<file path="src/rtl/slave_pkt_pkg.sv">
// ---------------------------------------------------------------------------
// slave_pkt_pkg
// Shared types, default parameters and the packet-length clamp helper for
// the MCDF channel slave.
// ---------------------------------------------------------------------------
package slave_pkt_pkg;

    localparam int DEF_DW    = 32;
    localparam int DEF_DEPTH = 32;
    localparam int DEF_LEN_W = 6;

    typedef enum logic [1:0] {
        IDLE = 2'd0,
        REQ  = 2'd1,
        SEND = 2'd2
    } slv_state_e;

    // A programmed length of 0 still moves one word; anything longer than
    // the FIFO is capped so a request can always be satisfied.
    function automatic int eff_len(input int len, input int depth);
        if (len == 0)
            return 1;
        else if (len > depth)
            return depth;
        else
            return len;
    endfunction

endpackage

</file>
<file path="src/rtl/slave_pkt_if.sv">
// ---------------------------------------------------------------------------
// slave_pkt_if
// Bundles the channel handshake, register-side config/readback and the
// arbiter request/burst signals of one channel slave.
//   chx_data_i/chx_valid_i/chx_ready_o : channel write port
//   slvx_en_i/pkt_len_i/margin_o       : register block side
//   slvx_req_o/a2sx_ack_i              : arbiter request/grant
//   slvx_data_o/slvx_val_o             : burst output to arbiter
// Signal suffixes are from the slave's point of view.
// ---------------------------------------------------------------------------
interface slave_pkt_if
    import slave_pkt_pkg::*;
#(
    parameter int DW    = DEF_DW,
    parameter int LEN_W = DEF_LEN_W,
    parameter int CNT_W = $clog2(DEF_DEPTH + 1)
) ();

    logic [DW-1:0]    chx_data_i;
    logic             chx_valid_i;
    logic             chx_ready_o;
    logic             slvx_en_i;
    logic [LEN_W-1:0] pkt_len_i;
    logic [CNT_W-1:0] margin_o;
    logic             slvx_req_o;
    logic             a2sx_ack_i;
    logic [DW-1:0]    slvx_data_o;
    logic             slvx_val_o;

    modport slave (
        input  chx_data_i, chx_valid_i, slvx_en_i, pkt_len_i, a2sx_ack_i,
        output chx_ready_o, margin_o, slvx_req_o, slvx_data_o, slvx_val_o
    );

    modport master (
        output chx_data_i, chx_valid_i, slvx_en_i, pkt_len_i, a2sx_ack_i,
        input  chx_ready_o, margin_o, slvx_req_o, slvx_data_o, slvx_val_o
    );

endinterface

</file>
<file path="src/rtl/slave_pkt_fifo_core.sv">
// ---------------------------------------------------------------------------
// slave_pkt_fifo_core
// Word FIFO for the channel slave: storage, wrapping pointers and occupancy.
//   clk_i, rst_i : clock, async active-high reset (pointers/count only)
//   i_push/i_wdata : write strobe and data
//   i_pop          : advance read pointer
//   o_rdata        : current head word (combinational)
//   o_count        : stored words, 0..DEPTH
// Caller guarantees no push when full and no pop when empty.
// ---------------------------------------------------------------------------
module slave_pkt_fifo_core #(
    parameter int DW    = 32,
    parameter int DEPTH = 32,
    parameter int CNT_W = $clog2(DEPTH + 1)
) (
    input  logic             clk_i,
    input  logic             rst_i,
    input  logic             i_push,
    input  logic [DW-1:0]    i_wdata,
    input  logic             i_pop,
    output logic [DW-1:0]    o_rdata,
    output logic [CNT_W-1:0] o_count
);

    localparam int PTR_W = $clog2(DEPTH);

    logic [DW-1:0]    r_mem [DEPTH];
    logic [PTR_W-1:0] r_wr_ptr;
    logic [PTR_W-1:0] r_rd_ptr;
    logic [CNT_W-1:0] r_count;

    // DEPTH is a power of two, so pointers wrap by natural overflow.
    always_ff @(posedge clk_i or posedge rst_i) begin
        if (rst_i) begin
            r_wr_ptr <= '0;
            r_rd_ptr <= '0;
            r_count  <= '0;
        end else begin
            if (i_push)
                r_wr_ptr <= r_wr_ptr + 1'b1;
            if (i_pop)
                r_rd_ptr <= r_rd_ptr + 1'b1;
            case ({i_push, i_pop})
                2'b10:   r_count <= r_count + 1'b1;
                2'b01:   r_count <= r_count - 1'b1;
                default: r_count <= r_count;
            endcase
        end
    end

    // Storage is not reset; contents are meaningless once pointers clear.
    always_ff @(posedge clk_i) begin
        if (i_push)
            r_mem[r_wr_ptr] <= i_wdata;
    end

    assign o_rdata = r_mem[r_rd_ptr];
    assign o_count = r_count;

endmodule

</file>
<file path="src/rtl/slave_pkt.sv">
// ---------------------------------------------------------------------------
// slave_pkt
// MCDF channel slave. Buffers channel words, requests the arbiter once a
// programmable packet length is stored, then emits that packet as a
// back-to-back burst after the grant.
//   clk_i : clock (rising edge)
//   rst_i : asynchronous active-high reset
//   bus   : slave_pkt_if.slave (channel port, enable/length/margin, arbiter)
//
//   state | meaning
//   ------+--------------------------------------------------------------
//   IDLE  | collecting words; waits for enable and count >= length
//   REQ   | request held to arbiter, length latched, waiting for ack
//   SEND  | one word popped and presented valid per cycle for L cycles
// ---------------------------------------------------------------------------
module slave_pkt
    import slave_pkt_pkg::*;
#(
    parameter int DW    = DEF_DW,
    parameter int DEPTH = DEF_DEPTH,
    parameter int LEN_W = DEF_LEN_W
) (
    input  logic       clk_i,
    input  logic       rst_i,
    slave_pkt_if.slave bus
);

    localparam int CNT_W = $clog2(DEPTH + 1);

    slv_state_e       r_state;
    slv_state_e       w_state_nxt;
    logic [CNT_W-1:0] r_len;
    logic [CNT_W-1:0] r_beat;

    logic             w_ready;
    logic             w_push;
    logic             w_pop;
    logic             w_last;
    logic [CNT_W-1:0] w_count;
    logic [CNT_W-1:0] w_len_eff;
    logic [DW-1:0]    w_head;

    assign w_len_eff = CNT_W'(eff_len(int'(bus.pkt_len_i), DEPTH));
    assign w_ready   = bus.slvx_en_i && (w_count < CNT_W'(DEPTH)) && !rst_i;
    assign w_push    = bus.chx_valid_i && w_ready;
    assign w_pop     = (r_state == SEND);
    assign w_last    = (r_beat == r_len - 1'b1);

    slave_pkt_fifo_core #(
        .DW    (DW),
        .DEPTH (DEPTH),
        .CNT_W (CNT_W)
    ) u_fifo (
        .clk_i   (clk_i),
        .rst_i   (rst_i),
        .i_push  (w_push),
        .i_wdata (bus.chx_data_i),
        .i_pop   (w_pop),
        .o_rdata (w_head),
        .o_count (w_count)
    );

    always_comb begin
        w_state_nxt = r_state;
        case (r_state)
            IDLE:    if (bus.slvx_en_i && (w_count >= w_len_eff)) w_state_nxt = REQ;
            REQ:     if (bus.a2sx_ack_i) w_state_nxt = SEND;
            SEND:    if (w_last) w_state_nxt = IDLE;
            default: w_state_nxt = IDLE;
        endcase
    end

    // Length is frozen on entry to REQ so register writes cannot reshape
    // a packet that has already been requested.
    always_ff @(posedge clk_i or posedge rst_i) begin
        if (rst_i) begin
            r_state <= IDLE;
            r_len   <= '0;
            r_beat  <= '0;
        end else begin
            r_state <= w_state_nxt;
            if ((r_state == IDLE) && (w_state_nxt == REQ))
                r_len <= w_len_eff;
            if (r_state == SEND)
                r_beat <= w_last ? '0 : r_beat + 1'b1;
        end
    end

    assign bus.chx_ready_o = w_ready;
    assign bus.margin_o    = CNT_W'(DEPTH) - w_count;
    assign bus.slvx_req_o  = (r_state == REQ);
    assign bus.slvx_val_o  = (r_state == SEND);
    assign bus.slvx_data_o = (r_state == SEND) ? w_head : '0;

endmodule

</file>
<file path="src/flat_wrapper.sv">
// flat-port wrapper written by rule: the top's interface ports become plain ports
module slave_pkt_flat import slave_pkt_pkg::*;
#(
    parameter int DW    = DEF_DW,
    parameter int DEPTH = DEF_DEPTH,
    parameter int LEN_W = DEF_LEN_W
)
  (clk_i, rst_i, bus_chx_data_i, bus_chx_valid_i, bus_slvx_en_i, bus_pkt_len_i, bus_a2sx_ack_i, bus_chx_ready_o, bus_margin_o, bus_slvx_req_o, bus_slvx_data_o, bus_slvx_val_o);
  slave_pkt_if #(.DW(DW), .LEN_W(LEN_W), .CNT_W((6))) bus_i ();
  input  logic clk_i;
  input  logic rst_i;
  input wire logic [$bits(bus_i.chx_data_i)-1:0] bus_chx_data_i;
  input wire logic [$bits(bus_i.chx_valid_i)-1:0] bus_chx_valid_i;
  input wire logic [$bits(bus_i.slvx_en_i)-1:0] bus_slvx_en_i;
  input wire logic [$bits(bus_i.pkt_len_i)-1:0] bus_pkt_len_i;
  input wire logic [$bits(bus_i.a2sx_ack_i)-1:0] bus_a2sx_ack_i;
  output wire logic [$bits(bus_i.chx_ready_o)-1:0] bus_chx_ready_o;
  output wire logic [$bits(bus_i.margin_o)-1:0] bus_margin_o;
  output wire logic [$bits(bus_i.slvx_req_o)-1:0] bus_slvx_req_o;
  output wire logic [$bits(bus_i.slvx_data_o)-1:0] bus_slvx_data_o;
  output wire logic [$bits(bus_i.slvx_val_o)-1:0] bus_slvx_val_o;
  assign bus_i.chx_data_i = bus_chx_data_i;
  assign bus_i.chx_valid_i = bus_chx_valid_i;
  assign bus_i.slvx_en_i = bus_slvx_en_i;
  assign bus_i.pkt_len_i = bus_pkt_len_i;
  assign bus_i.a2sx_ack_i = bus_a2sx_ack_i;
  assign bus_chx_ready_o = bus_i.chx_ready_o;
  assign bus_margin_o = bus_i.margin_o;
  assign bus_slvx_req_o = bus_i.slvx_req_o;
  assign bus_slvx_data_o = bus_i.slvx_data_o;
  assign bus_slvx_val_o = bus_i.slvx_val_o;
  slave_pkt #(.DW(DW), .DEPTH(DEPTH), .LEN_W(LEN_W)) u_core (.clk_i(clk_i), .rst_i(rst_i), .bus(bus_i));
endmodule
</file>
<file path="config.mk">
export PLATFORM = sky130hd
export DESIGN_NAME = slave_pkt_flat
export DESIGN_NICKNAME = d
export VERILOG_FILES = /design/src/rtl/slave_pkt_pkg.sv /design/src/rtl/slave_pkt_if.sv /design/src/rtl/slave_pkt_fifo_core.sv /design/src/rtl/slave_pkt.sv /design/src/flat_wrapper.sv
export SDC_FILE = /design/constraint.sdc
export NUM_CORES = 1
export LEC_CHECK = 0
export BUFFER_PORTS_ARGS = -buffer_cell sky130_fd_sc_hd__buf_2
export CAP_MARGIN = 20
export CORE_MARGIN = 1.5
export CORE_UTILIZATION = 58
export CTS_BUF_LIST = sky130_fd_sc_hd__clkbuf_4 sky130_fd_sc_hd__clkbuf_8
export DETAILED_ROUTE_END_ITERATION = 10
export PLACE_DENSITY = 0.78
export SLEW_MARGIN = 40
export SYNTH_ARGS = -nofsm -noshare
export SYNTH_HDL_FRONTEND = slang
export SYNTH_SLANG_ARGS = --single-unit
</file>
<file path="constraint.sdc">
create_clock -name clk_i -period 3.1 [get_ports clk_i]
set_clock_uncertainty 0.05 [all_clocks]
set_input_delay 0.155 -clock clk_i [delete_from_list [all_inputs] [get_ports clk_i]]
set_output_delay 0.155 -clock clk_i [all_outputs]
set_load 0.01 [all_outputs]
</file>
==> reports/qor.yml <==
synthesis:
  avgSynthCellArea_um2: 22.7
  yosysTopAreaCell: "edfxtp_1"
  syn-cell-area_um2: 40900
  yosysSeqAreaShare: 0.770
  syn_inst: 1806
  synthTopCellsByArea: "edfxtp_1 (75%), mux4_2 (16%), dfrtp_1 (1.8%)"
  synth_edf_count: 1024
  ys_ff_latch: 1054
  yosysTopAreaCellShare: 0.751
  yosys-top-cells-count: "edfxtp_1 (1024), mux4_2 (284), nor2_1 (69)"
  ys.flop_type: "edfxtp_1"
  yosys_warnings: 0
  syn-num-nets: 1869
  post-synth-top-count-cell: "edfxtp_1"
  ys_types: 53
  synthArstFlopShare: 0.0285
global_route:
  grt_pass1_wl_um: 146000
  grtUsageTotal: 0.289
  grt_max_degree: 42
  antenna_found_initial: 4
  grt_overflow: 0
  grt_pass1_vias: 21800
cells_and_area:
  synthToLayoutAreaGrowth_pct: 17.6
  nFillCells: 3957
  final_nets: 2226
  drive_above_1_share: 0.401
  postLayoutCellArea_um2: 48100
detailed_routing:
  drt_iter0_drc: 2753
  vias_per_cell: 6.60
  first_pass_iters: 6
  routedWlPerCell_um: 31.6
  drtAntennaViolNets: 0
  routed_wirelength_um: 102000
  drc: 0
  num_vias: 21300
timing:
  finalSetupTns_ns: -7.96
  finalCriticalPeriod_ns: 3.45
  setup-violations-final: 32
  rsz0062_at_grt: "true"
  fin_ws_ns: -0.353
  whs_ns: 0.141
  relSlewSlack: 0.393
  worst_pin_slew_ns: 0.907
  finalCritPeriodShare: 1.11
  max_freq_mhz: 290
  hold_viol: 0
  final-max-slew-violation-count: 0
job:
  cap_violations: 0
floorplan:
  die-area_um2: 72200
  start_util: 0.586
  fp.dieH_um: 269
  rows: 97
  die_x_um: 269
  io_pins: 84
  core_um2: 69900
worst_setup_path:
  r2r_cells: 6
  cp_max_fo: 6
  cp.arrival_ns: 3.25
  worstSetupStartpointType: "flop"
  crit_path_end_kind: "primary output"
  crit_type: "flop to primary output"
  crit_required_ns: 2.89
clock_network:
  clkSlewWorstSetupHoldPaths_ns: 0.06
  h-tree-depth: 4
  cts_made_buffers: 156
  cts.sinks: 1054
  cts_max_path_buffers: 3
  insertion_delay_ns: 0.83
  cts_tree: "done"
  root_buffer: "clkbuf_8"
min_path:
  hold_depth: 3
  worstHoldPathType: "input port to flop"
placed_design:
  gp_congestion: 0.782
  pre_cts_slack_ns: 0.374
  place_hpwl_um: 54000
  port_buffers: 83
  placed_area_um2: 43300
run_status:
  violations: "setup timing"
  outcome: "finished with violations"
power:
  p_leak_nw: 15.6
  ir_worst_vdd_mv: 0.460
  power_per_cell_area_nw_per_um2: 834
  power.total_w: 0.0402
-- repair_timing --
action,4_1_cts,5_1_grt
pin swaps,9,8
setup buffers,26,22
hold endpoints to repair,1065,0
gates resized for setup,90,47
hold buffers,44,0
cloned,13,3
setup endpoints to repair,32,32
-- logic make-up (layout without fill, tap and decap cells) --
family | after synthesis | in the layout | share of synthesized area
xor+xnor | 23 | 23 | 0.00492
buf+inv | 117 | 602 | 0.0155
simple gates | 166 | 166 | 0.0178
other cells | 0 | 3 | 0
mux | 328 | 328 | 0.169
fa+ha+maj | 20 | 20 | 0.00630
compound gates | 98 | 98 | 0.0166
flops | 1054 | 1054 | 0.770
-- metrics by stage --
stage,cells,util
floorplan,1806,-
global placement,2845,0.619
detailed placement,2845,0.619
CTS,3214,0.684
global route,3233,0.688
finish,3234,0.689
-- cells in the final DEF, fill, tap and decap left out, types with 22 or more instances in the layout --
cell type	count
edfxtp_1	1024
mux2_2	27
mux4_2	287
clkbuf_8	162
clkinv_1	34
dfrtp_1	25
nand2_1	60
clkbuf_4	53
nor2_4	42
buf_4	110
buf_2	80
dlygate4sd3_1	44
buf_12	28
a22oi_1	22
clkinv_2	22
-- registers in the layout (all words and copies together) (netlist names) --
signal,cells
u_core.r_beat,6
u_core.r_len,6
u_core.r_state,2
u_core.u_fifo.o_count,6
u_core.u_fifo.r_mem,1024
u_core.u_fifo.r_rd_ptr,5
u_core.u_fifo.r_wr_ptr,5
-- layout make-up --
class,count,area [um^2],area share
clock buffer,215,2630,0.0546
clock inverter,71,460,0.00957
tap,940,1180,0.0244
antenna,3,7.51,0.000156
inverter,23,91.3,0.00190
multi-input combinational,635,9350,0.194
timing repair buffer,293,2910,0.0605
sequential,1054,31500,0.655
-- worst max-delay path: stages (launching register included) --
cell	delay, ns
dfrtp_4	0.53
buf_8	0.15
buf_12	0.13
buf_12	0.14
buf_4	0.13
mux4_2	0.46
mux2_2	0.30
nand2_1	0.11
a31oi_2	0.22
buf_2	0.23
-- worst paths after layout --
| path | startpoint | to | slack [ns] |
|---|---|---|---|
| max | u_core.u_fifo.r_rd_ptr[0] | bus_slvx_data_o[0] | -0.35 |
| min | bus_pkt_len_i[5] | u_core.r_len[5] | 0.14 |
| max reg2reg | u_core.u_fifo.o_count[5] | u_core.u_fifo.r_mem[4][2] | 0.30 |
| min reg2reg | u_core.r_len[5] | u_core.r_len[5] | 0.50 |
| max in group asynchronous | rst_i | u_core.u_fifo.o_count[1] | 2.02 |
| min in group asynchronous | rst_i | u_core.u_fifo.r_wr_ptr[4] | 0.48 |
-- report_power, final --
part	leakage [nW]	switching [W]	internal [W]
Clock	1.65	0.00543	0.00568
Sequential	9.57	0.000364	0.0159
Combinational	4.40	0.00620	0.00658
Total	15.6	0.0120	0.0282
-- per-layer routing --
layer	routed length (um)	track usage	up-vias
li1	-	-	8387
met1	35800	0.370	11100
met2	51400	0.478	1555
met3	11000	0.0702	268
met4	4010	0.125	2
met5	20	0	-
No activity file was read; power rests on OpenSTA's default activity.
